--- src/rtl/counter_pkg.sv ---
// Shared definitions for the counter controller: FSM state encoding and default width.
package counter_pkg;

    localparam int CNT_WIDTH_DEF = 8;

    typedef enum logic [1:0] {
        ST_IDLE = 2'd0,
        ST_LOAD = 2'd1,
        ST_RUN  = 2'd2,
        ST_DONE = 2'd3
    } cnt_state_t;

endpackage

--- src/rtl/rr_arb2.sv ---
// Two-requester round-robin arbiter; the pointer advances only when a grant is accepted.
module rr_arb2 (
    input  logic       clk,
    input  logic       reset,
    input  logic [1:0] req,
    input  logic       accept,
    output logic [1:0] gnt
);

    // r_prio names the requester that wins a tie (0 after reset)
    logic r_prio;

    always_comb begin
        gnt = req;
        if (req == 2'b11) begin
            gnt = r_prio ? 2'b10 : 2'b01;
        end
    end

    always_ff @(posedge clk or posedge reset) begin
        if (reset) begin
            r_prio <= 1'b0;
        end else if (accept && (gnt != 2'b00)) begin
            r_prio <= gnt[0];
        end
    end

endmodule

--- src/rtl/counter_ctrl.sv ---
// Arbitrated counter job controller: IDLE -> LOAD -> RUN (N cycles) -> DONE.
// Optional job cancel input is built when CNT_CTRL_ABORT_EN is defined.
module counter_ctrl
    import counter_pkg::*;
#(
    parameter int WIDTH = CNT_WIDTH_DEF
) (
    input  logic             clk,
    input  logic             reset,
    input  logic [1:0]       req,
    input  logic [WIDTH-1:0] load_val_0,
    input  logic [WIDTH-1:0] load_val_1,
    input  logic [WIDTH-1:0] run_len_0,
    input  logic [WIDTH-1:0] run_len_1,
    output logic [1:0]       gnt,
    output logic [1:0]       done,
    output logic             busy,
    output logic             cnt_load,
    output logic [WIDTH-1:0] cnt_load_val,
    output logic             cnt_en
`ifdef CNT_CTRL_ABORT_EN
    ,
    input  logic             abort
`endif
);

    cnt_state_t       r_state;
    cnt_state_t       w_state_next;
    logic [1:0]       r_gnt;
    logic [WIDTH-1:0] r_load_val;
    logic [WIDTH-1:0] r_remain;
    logic [1:0]       w_arb_gnt;
    logic             w_accept;
    logic             w_abort;
    logic [WIDTH-1:0] w_sel_load;
    logic [WIDTH-1:0] w_sel_len;

`ifdef CNT_CTRL_ABORT_EN
    assign w_abort = abort;
`else
    assign w_abort = 1'b0;
`endif

    rr_arb2 u_arb (
        .clk    (clk),
        .reset  (reset),
        .req    (req),
        .accept (w_accept),
        .gnt    (w_arb_gnt)
    );

    assign w_sel_load = w_arb_gnt[1] ? load_val_1 : load_val_0;
    assign w_sel_len  = w_arb_gnt[1] ? run_len_1  : run_len_0;

    always_comb begin
        w_state_next = r_state;
        w_accept     = 1'b0;
        case (r_state)
            ST_IDLE: begin
                if (req != 2'b00) begin
                    w_state_next = ST_LOAD;
                    w_accept     = 1'b1;
                end
            end
            ST_LOAD: begin
                if (w_abort || (r_remain == '0)) begin
                    w_state_next = ST_DONE;
                end else begin
                    w_state_next = ST_RUN;
                end
            end
            ST_RUN: begin
                // r_remain counts the RUN cycles still owed, including this one
                if (w_abort || (r_remain <= WIDTH'(1))) begin
                    w_state_next = ST_DONE;
                end
            end
            ST_DONE: begin
                w_state_next = ST_IDLE;
            end
            default: begin
                w_state_next = ST_IDLE;
            end
        endcase
    end

    always_ff @(posedge clk or posedge reset) begin
        if (reset) begin
            r_state    <= ST_IDLE;
            r_gnt      <= 2'b00;
            r_load_val <= '0;
            r_remain   <= '0;
        end else begin
            r_state <= w_state_next;
            if (w_accept) begin
                r_gnt      <= w_arb_gnt;
                r_load_val <= w_sel_load;
                r_remain   <= w_sel_len;
            end else if ((r_state == ST_RUN) && (r_remain != '0)) begin
                r_remain <= r_remain - WIDTH'(1);
            end
            if (r_state == ST_DONE) begin
                r_gnt <= 2'b00;
            end
        end
    end

    assign gnt          = r_gnt;
    assign done         = (r_state == ST_DONE) ? r_gnt : 2'b00;
    assign busy         = (r_state != ST_IDLE);
    assign cnt_load     = (r_state == ST_LOAD);
    assign cnt_load_val = r_load_val;
    assign cnt_en       = (r_state == ST_RUN);

endmodule

--- config.mk ---
export PLATFORM = sky130hd
export DESIGN_NAME = counter_ctrl
export DESIGN_NICKNAME = d
export VERILOG_FILES = /design/src/rtl/counter_pkg.sv /design/src/rtl/rr_arb2.sv /design/src/rtl/counter_ctrl.sv
export SDC_FILE = /design/constraint.sdc
export NUM_CORES = 1
export LEC_CHECK = 0
export BUFFER_PORTS_ARGS = -buffer_cell sky130_fd_sc_hd__buf_2
export CAP_MARGIN = 20
export CORE_MARGIN = 1.5
export CORE_UTILIZATION = 50
export CTS_BUF_LIST = sky130_fd_sc_hd__clkbuf_8
export DETAILED_ROUTE_END_ITERATION = 6
export PLACE_DENSITY_LB_ADDON = 0.1
export SYNTH_ARGS = -nofsm -noshare
export SYNTH_HDL_FRONTEND = slang
export SYNTH_SLANG_ARGS = --single-unit
--- constraint.sdc ---
create_clock -name clk -period 2.18 [get_ports clk]
set_input_delay 0.436 -clock clk [delete_from_list [all_inputs] [get_ports clk]]
set_output_delay 0.436 -clock clk [all_outputs]
set_load 0.02 [all_outputs]
==> reports/metrics.cfg, run 1 <==
[cells_and_area]
layout_common_cells = buf_2 (50), dfrtp_1 (21), nand2_1 (18)
fin_nets = 232
stdcell_area_sq_mm = 0.00165
area_delta_synth_final_pct = 25.5
multiInputGateArea_sq_um = 741
diodes = 0
layout_commonest_cell = buf_2
fillCellCount = 216
register_area_sq_um = 526
drive_gt1_share_pct = 33.5
utilization_pct = 66.4

[worst_setup_path]
path_class = reg2reg
cp.buffers_inverters = 1
r2r-start = r_remain[0]$_DFFE_PP0P_
setup.worst_path.end_class = flip-flop
crit_start = r_remain[0]$_DFFE_PP0P_
path_delay_family = simple AND/OR/NAND/NOR gates
critPathRequiredTime_ns = 2.34
path_max_fanout = 5
cp_slowest_stage_delay_ns = 0.49
slowest_stage = nor3b_1
worstPathArrival_ns = 2.16
path_cells = inv_1, ha_1, nor3b_1, a21bo_2, nand2_1, a32o_1
rr_endpoint = r_remain[3]$_DFFE_PP0P_
setup.worst_path.start_class = flip-flop
rr_worst_depth = 6
rrSetupSlack_ns = 0.18

[detailed_routing]
firstDrtPassIters = 4
route.met3.wl_um = 154
wl_per_cell_um = 13.7
ant_nets = 0
drc = 0
wl_met1_um = 1360
drt_iter0_markers = 18
finalWirelength_um = 2990
num_vias = 1237
wl_met2_um = 1430
highest_layer = met4
viasPerCell = 5.67

[grt]
grtUsageTotal_pct = 21.9
antenna_found_initial = 0
gr-total-overflow = 0
grt_max_degree = 22
grt_pass1_vias = 1081
grt_pass1_wl_um = 4600

[synthesis]
synth_area_per_cell_sq_um = 9.50
synthXorXnorAreaFrac_pct = 0.668
synth.top_cells.by_area = dfrtp_1 (40%), mux2i_1 (9.2%), ha_1 (6.7%)
synth_top_family_by_area = compound AO/OA/AOI/OAI gates
synth.distinct_cells = 38
synth_area_sq_mm = 0.00131
synthDominantCellAreaShare_pct = 40.1
syn-num-nets = 181
yosys.area_share.adder_pct = 6.68
ys_ff_latch = 21
synthCells = 138
synth_seq_area_share_pct = 40.1
synthMuxAreaShare_pct = 9.16
yosys_warnings = 0
synth-compound-area-share_pct = 22.0
synthSimpleGateAreaFrac_pct = 17.7
synth.largest_area_cell = dfrtp_1

[floorplanning]
die_y_um = 54.2
num_io_pins = 51
die_w_um = 54.2
initial_utilization_pct = 52.9
core_area_sq_mm = 0.00248
placementRows = 18
dieArea_sq_mm = 0.00294

[sta]
finalCritPeriodShare_pct = 91.7
period_minus_slack_ns = 2.00
setup_viol = 0
skew_ns = 0.00606
finalHoldViolCount = 0
rsz0062_at_grt = no
tightest_slew_ns = 0.767
slew_viol_final = 0
finalSetupTns_ns = 0
max_freq_mhz = 500
relSlewSlack_pct = 48.8

[clocking]
cts_hold_buf = 0
clkSinkCount = 21
htreeDepth = 1
cts_setup_buffers = 0
cts-root-buf = clkbuf_8
cts_tree = done
clk_pin_slew_ns = 0.08
clockBufferDepth = 2
clk_latency_ns = 0.27
ctsResizeCount = 0
cts_buffers = 3

[flow_run]
max-cap-violations = 0

[outcome]
status = completed

[pwr]
max-vdd-ir-drop_v = 0.000805
p_total_w = 0.00220
p_leak_nw = 0.863
powerDensity_mw_per_mm2 = 1330

[place]
numPortBuffers = 50
place_area_sq_mm = 0.00160
place_hpwl_um = 2320
gp_congestion = 0.863

[min_path]
min_path_type = in2async

==> metal layers <==
layer  up-vias  track usage [%]
met5         -                0
met4         0             8.75
met3         5             3.55
met2        41             36.1
met1       581             28.7
li1        610                -
==> worst max path at each step <==
stage,end,slack (ns),cells after the start
4_1_cts,r_remain[3]$_DFFE_PP0P_,0.21,6
5_1_grt,r_remain[3]$_DFFE_PP0P_,0.008,6
6_report,r_remain[3]$_DFFE_PP0P_,0.18,6
3_3_place_gp,r_remain[3]$_DFFE_PP0P_,0.31,6
2_1_floorplan,r_remain[3]$_DFFE_PP0P_,0.21,5
3_5_place_dp,r_remain[3]$_DFFE_PP0P_,0.24,6
==> sequential cells by signal (all words and copies together), names as in the netlist <==
name	count
u_arb.r_prio	1
r_state	2
r_remain	8
gnt	2
cnt_load_val	8
==> Yosys cell counts <==
library cell and count:
a31o_2 1, and3_1 4, nand2_1 18, a311oi_1 1, a32o_1 2, a21oi_1 5
xnor2_1 1, a31o_1 1, nor2b_1 1, clkbuf_1 6, a32oi_1 4, nand4b_1 2
nand2b_1 1, o22ai_1 1, a2bb2oi_1 1, or3_1 1, ha_1 7, o41ai_4 1
nand3_1 2, or4_4 1, nor2_1 7, a22oi_1 1, nor3b_1 1, inv_1 6
nand4_1 1, dfrtp_1 21, and2_1 2, a21boi_0 2, nor4_1 2, mux2i_1 12
or4_1 1, a21bo_2 1, a211oi_1 4, o21a_1 1, and2b_2 1, buf_1 1
o211ai_1 2, o21ai_0 11
==> cells by family (layout without fill, tap and decap cells) <==
logic type,after synthesis,after routing
simple gates,45,45
compound gates,39,39
flops,21,21
mux,12,12
fa+ha+maj,7,7
xor+xnor,1,1
buf+inv,13,63
==> per-stage QoR <==
step / instances / setup slack, ns / hold slack [ns]
4_1_cts: 218 / 0.214 / 0.335
3_3_place_gp: 214 / 0.309 / 0.460
5_1_grt: 218 / 0.00798 / 0.396
3_5_place_dp: 214 / 0.237 / 0.475
6_report: 218 / 0.181 / 0.298
2_1_floorplan: 138 / 0.212 / 0.413
==> power by group <==
| group | switching, W | internal, W | leakage (nW) |
|---|---|---|---|
| Sequential | 0.000155 | 0.000577 | 0.257 |
| Combinational | 0.000711 | 0.000494 | 0.581 |
| Clock | 0.000131 | 0.000128 | 0.0255 |
| Total | 0.000997 | 0.00120 | 0.863 |
==> final cells by class <==
class                      count  area share (%)
inverter                       6            1.37
multi-input combinational    104            45.0
clock buffer                   3            2.51
sequential                    21            31.9
timing repair buffer          53            16.6
clock inverter                 1           0.304
tap                           30            2.28
Note: power is estimated with default switching activity, not from simulation.
==> run 2: changes to the inputs <==
--- a/config.mk
+++ b/config.mk
@@ -12,6 +12,7 @@
 export CTS_BUF_LIST = sky130_fd_sc_hd__clkbuf_8
 export DETAILED_ROUTE_END_ITERATION = 6
 export PLACE_DENSITY_LB_ADDON = 0.1
+export REMOVE_ABC_BUFFERS = 1
 export SYNTH_ARGS = -nofsm -noshare
 export SYNTH_HDL_FRONTEND = slang
 export SYNTH_SLANG_ARGS = --single-unit
==> reports/metrics.cfg, run 2 (synthesized netlist as in run 1, its figures left out) <==
[worst_setup_path]
rr_endpoint = r_remain[3]$_DFFE_PP0P_
setup.worst_path.start_class = flip-flop
r2r-start = r_remain[0]$_DFFE_PP0P_
path_cells = inv_1, ha_1, nor3b_1, a21bo_2, nand2_1, a32o_1
crit_start = r_remain[0]$_DFFE_PP0P_
rrSetupSlack_ns = 0.21  ; +0.02 ns
worstPathArrival_ns = 2.12  ; -0.04 ns
cp_slowest_stage_delay_ns = 0.50  ; about the same
cp-endpoint = r_remain[3]$_DFFE_PP0P_
critPathRequiredTime_ns = 2.33  ; about the same
slowest_stage = nor3b_1
rr_worst_depth = 6  ; unchanged
path_max_fanout = 5  ; unchanged
path_class = reg2reg
setup.worst_path.end_class = flip-flop

[clocking]
ctsResizeCount = 0  ; unchanged
cts_setup_buffers = 0  ; unchanged
cts_tree = done
cts-root-buf = clkbuf_8
cts_buffers = 3  ; unchanged
htreeDepth = 1  ; unchanged
clk_pin_slew_ns = 0.08  ; about the same
clk_latency_ns = 0.25  ; -0.02 ns
clkSinkCount = 21  ; unchanged
cts_hold_buf = 0  ; unchanged
clockBufferDepth = 2  ; unchanged

[cells_and_area]
stdcell_count = 219  ; +0.46%
utilization_pct = 66.7  ; +0.25 points
area_delta_synth_final_pct = 26.0
stdcell_area_sq_mm = 0.00165  ; +0.38%
drive_gt1_share_pct = 33.3  ; -0.18 points
diodes = 0  ; unchanged
fillCellCount = 219  ; +1.4%
layout_common_cells = buf_2 (50), dfrtp_1 (21), nand2_1 (18)
layout_commonest_cell = buf_2
fin_nets = 233  ; +0.43%

[place]
place_area_sq_mm = 0.00161  ; +0.47%
placedCellCount = 215  ; +0.47%
numPortBuffers = 50  ; unchanged
gp_congestion = 0.847  ; -1.9%
place_hpwl_um = 2330  ; +0.41%

[pwr]
power_frac_clock_pct = 11.3  ; -0.5 points
p_sw_w = 0.00100  ; +0.57%
p_leak_nw = 0.870  ; +0.79%
powerDensity_mw_per_mm2 = 1340  ; +0.16%
internal-power_w = 0.00120  ; +0.51%
swShare_pct = 45.4  ; about the same
pwr-share-seq_pct = 33.4  ; about the same
max-vdd-ir-drop_v = 0.000849  ; +5.5%
pwr-share-comb_pct = 55.3  ; +0.4 points

[grt]
antenna_found_initial = 0  ; unchanged
grtUsageTotal_pct = 21.4  ; -0.54 points
grt_pass1_wl_um = 4530  ; -1.7%
gr-total-overflow = 0  ; unchanged
grt_pass1_vias = 1086  ; +0.46%
grt_max_degree = 26  ; +18%

[floorplanning]
die_y_um = 54.2  ; unchanged
num_io_pins = 51  ; unchanged
placementRows = 18  ; unchanged
initial_utilization_pct = 52.9  ; unchanged
core_area_sq_mm = 0.00248  ; unchanged
dieArea_sq_mm = 0.00294  ; unchanged
die_w_um = 54.2  ; unchanged

[sta]
period_minus_slack_ns = 1.97  ; -0.0247 ns
slew_viol_final = 0  ; unchanged
skew_ns = 0.00249  ; -0.00357 ns
finalCritPeriodShare_pct = 90.5  ; -1.1 points
tightest_slew_ns = 0.775  ; +0.00833 ns
finalHoldViolCount = 0  ; unchanged
setup_viol = 0  ; unchanged
rsz0062_at_grt = no
relSlewSlack_pct = 48.3  ; -0.56 points
max_freq_mhz = 507  ; +1.3%

[detailed_routing]
ant_nets = 0  ; unchanged
drc = 0  ; unchanged
drt_iter0_markers = 20  ; +2
wl_per_cell_um = 13.6  ; -0.76%
firstDrtPassIters = 4  ; unchanged
num_vias = 1242  ; +0.40%
viasPerCell = 5.67  ; about the same
finalWirelength_um = 2980  ; -0.30%

[flow_run]
max-cap-violations = 0  ; unchanged

[min_path]
min_path_type = in2async

[outcome]
status = completed

-- run 2: worst max-delay path: cells and delay by family, from the launching register on --
| family | cells | cell delay (ns) |
|---|---|---|
| AOI/OAI and AO/OA | 2 | 0.51 |
| adders and majority gates | 1 | 0.22 |
| buffers and inverters | 1 | 0.11 |
| DFF | 1 | 0.41 |
| and+or+nand+nor | 2 | 0.62 |
-- run 2: how the worst min path moves through the flow --
stage / end / slack (ns)
finish: cnt_load_val[7]$_DFFE_PP0P_ / 0.31
detailed placement: cnt_load_val[5]$_DFFE_PP0P_ / 0.47
CTS: cnt_load_val[3]$_DFFE_PP0P_ / 0.34
floorplan: cnt_load_val[0]$_DFFE_PP0P_ / 0.41
global route: cnt_load_val[2]$_DFFE_PP0P_ / 0.36
global placement: cnt_load_val[5]$_DFFE_PP0P_ / 0.46
-- run 2: final cells by class --
type	instances	area, sq um	share of cell area [%]
well taps	30	37.5	2.27
clock buffers	3	41.3	2.50
multi-input cells	104	741	44.8
repair buffers	54	280	17.0
flip-flops and latches	21	526	31.8
clock inverters	1	3.75	0.227
inverters	6	22.5	1.36
-- run 2: layer usage --
metal / vias to the layer above / track usage, % / part of all wire (%)
li1: 610 / - / -
met1: 588 / 26.5 / 44
met2: 39 / 35.9 / 51
met3: 5 / 3.55 / 4.3
met4: 0 / 10.4 / 0.60
met5: - / 0 / 0
-- run 2: power groups by stage --
stage,logic (W),clock network [W],registers (W)
after floorplan,0.000766,0,0.000816
after global placement,0.00118,0,0.000727
after detailed placement,0.00122,0,0.000737
after CTS,0.00122,0.000251,0.000733
after global routing,0.00134,0.000273,0.000762
final,0.00122,0.000248,0.000738
-- run 2: through the flow --
stage	hold slack, ns	total power (W)	setup slack [ns]	setup TNS [ns]
after floorplan	0.413	0.00158	-0.550	-4.20
after global placement	0.460	0.00191	0.319	0
after detailed placement	0.468	0.00196	0.258	0
after CTS	0.341	0.00220	0.237	0
after global routing	0.361	0.00238	0.0768	0
final	0.313	0.00221	0.206	0
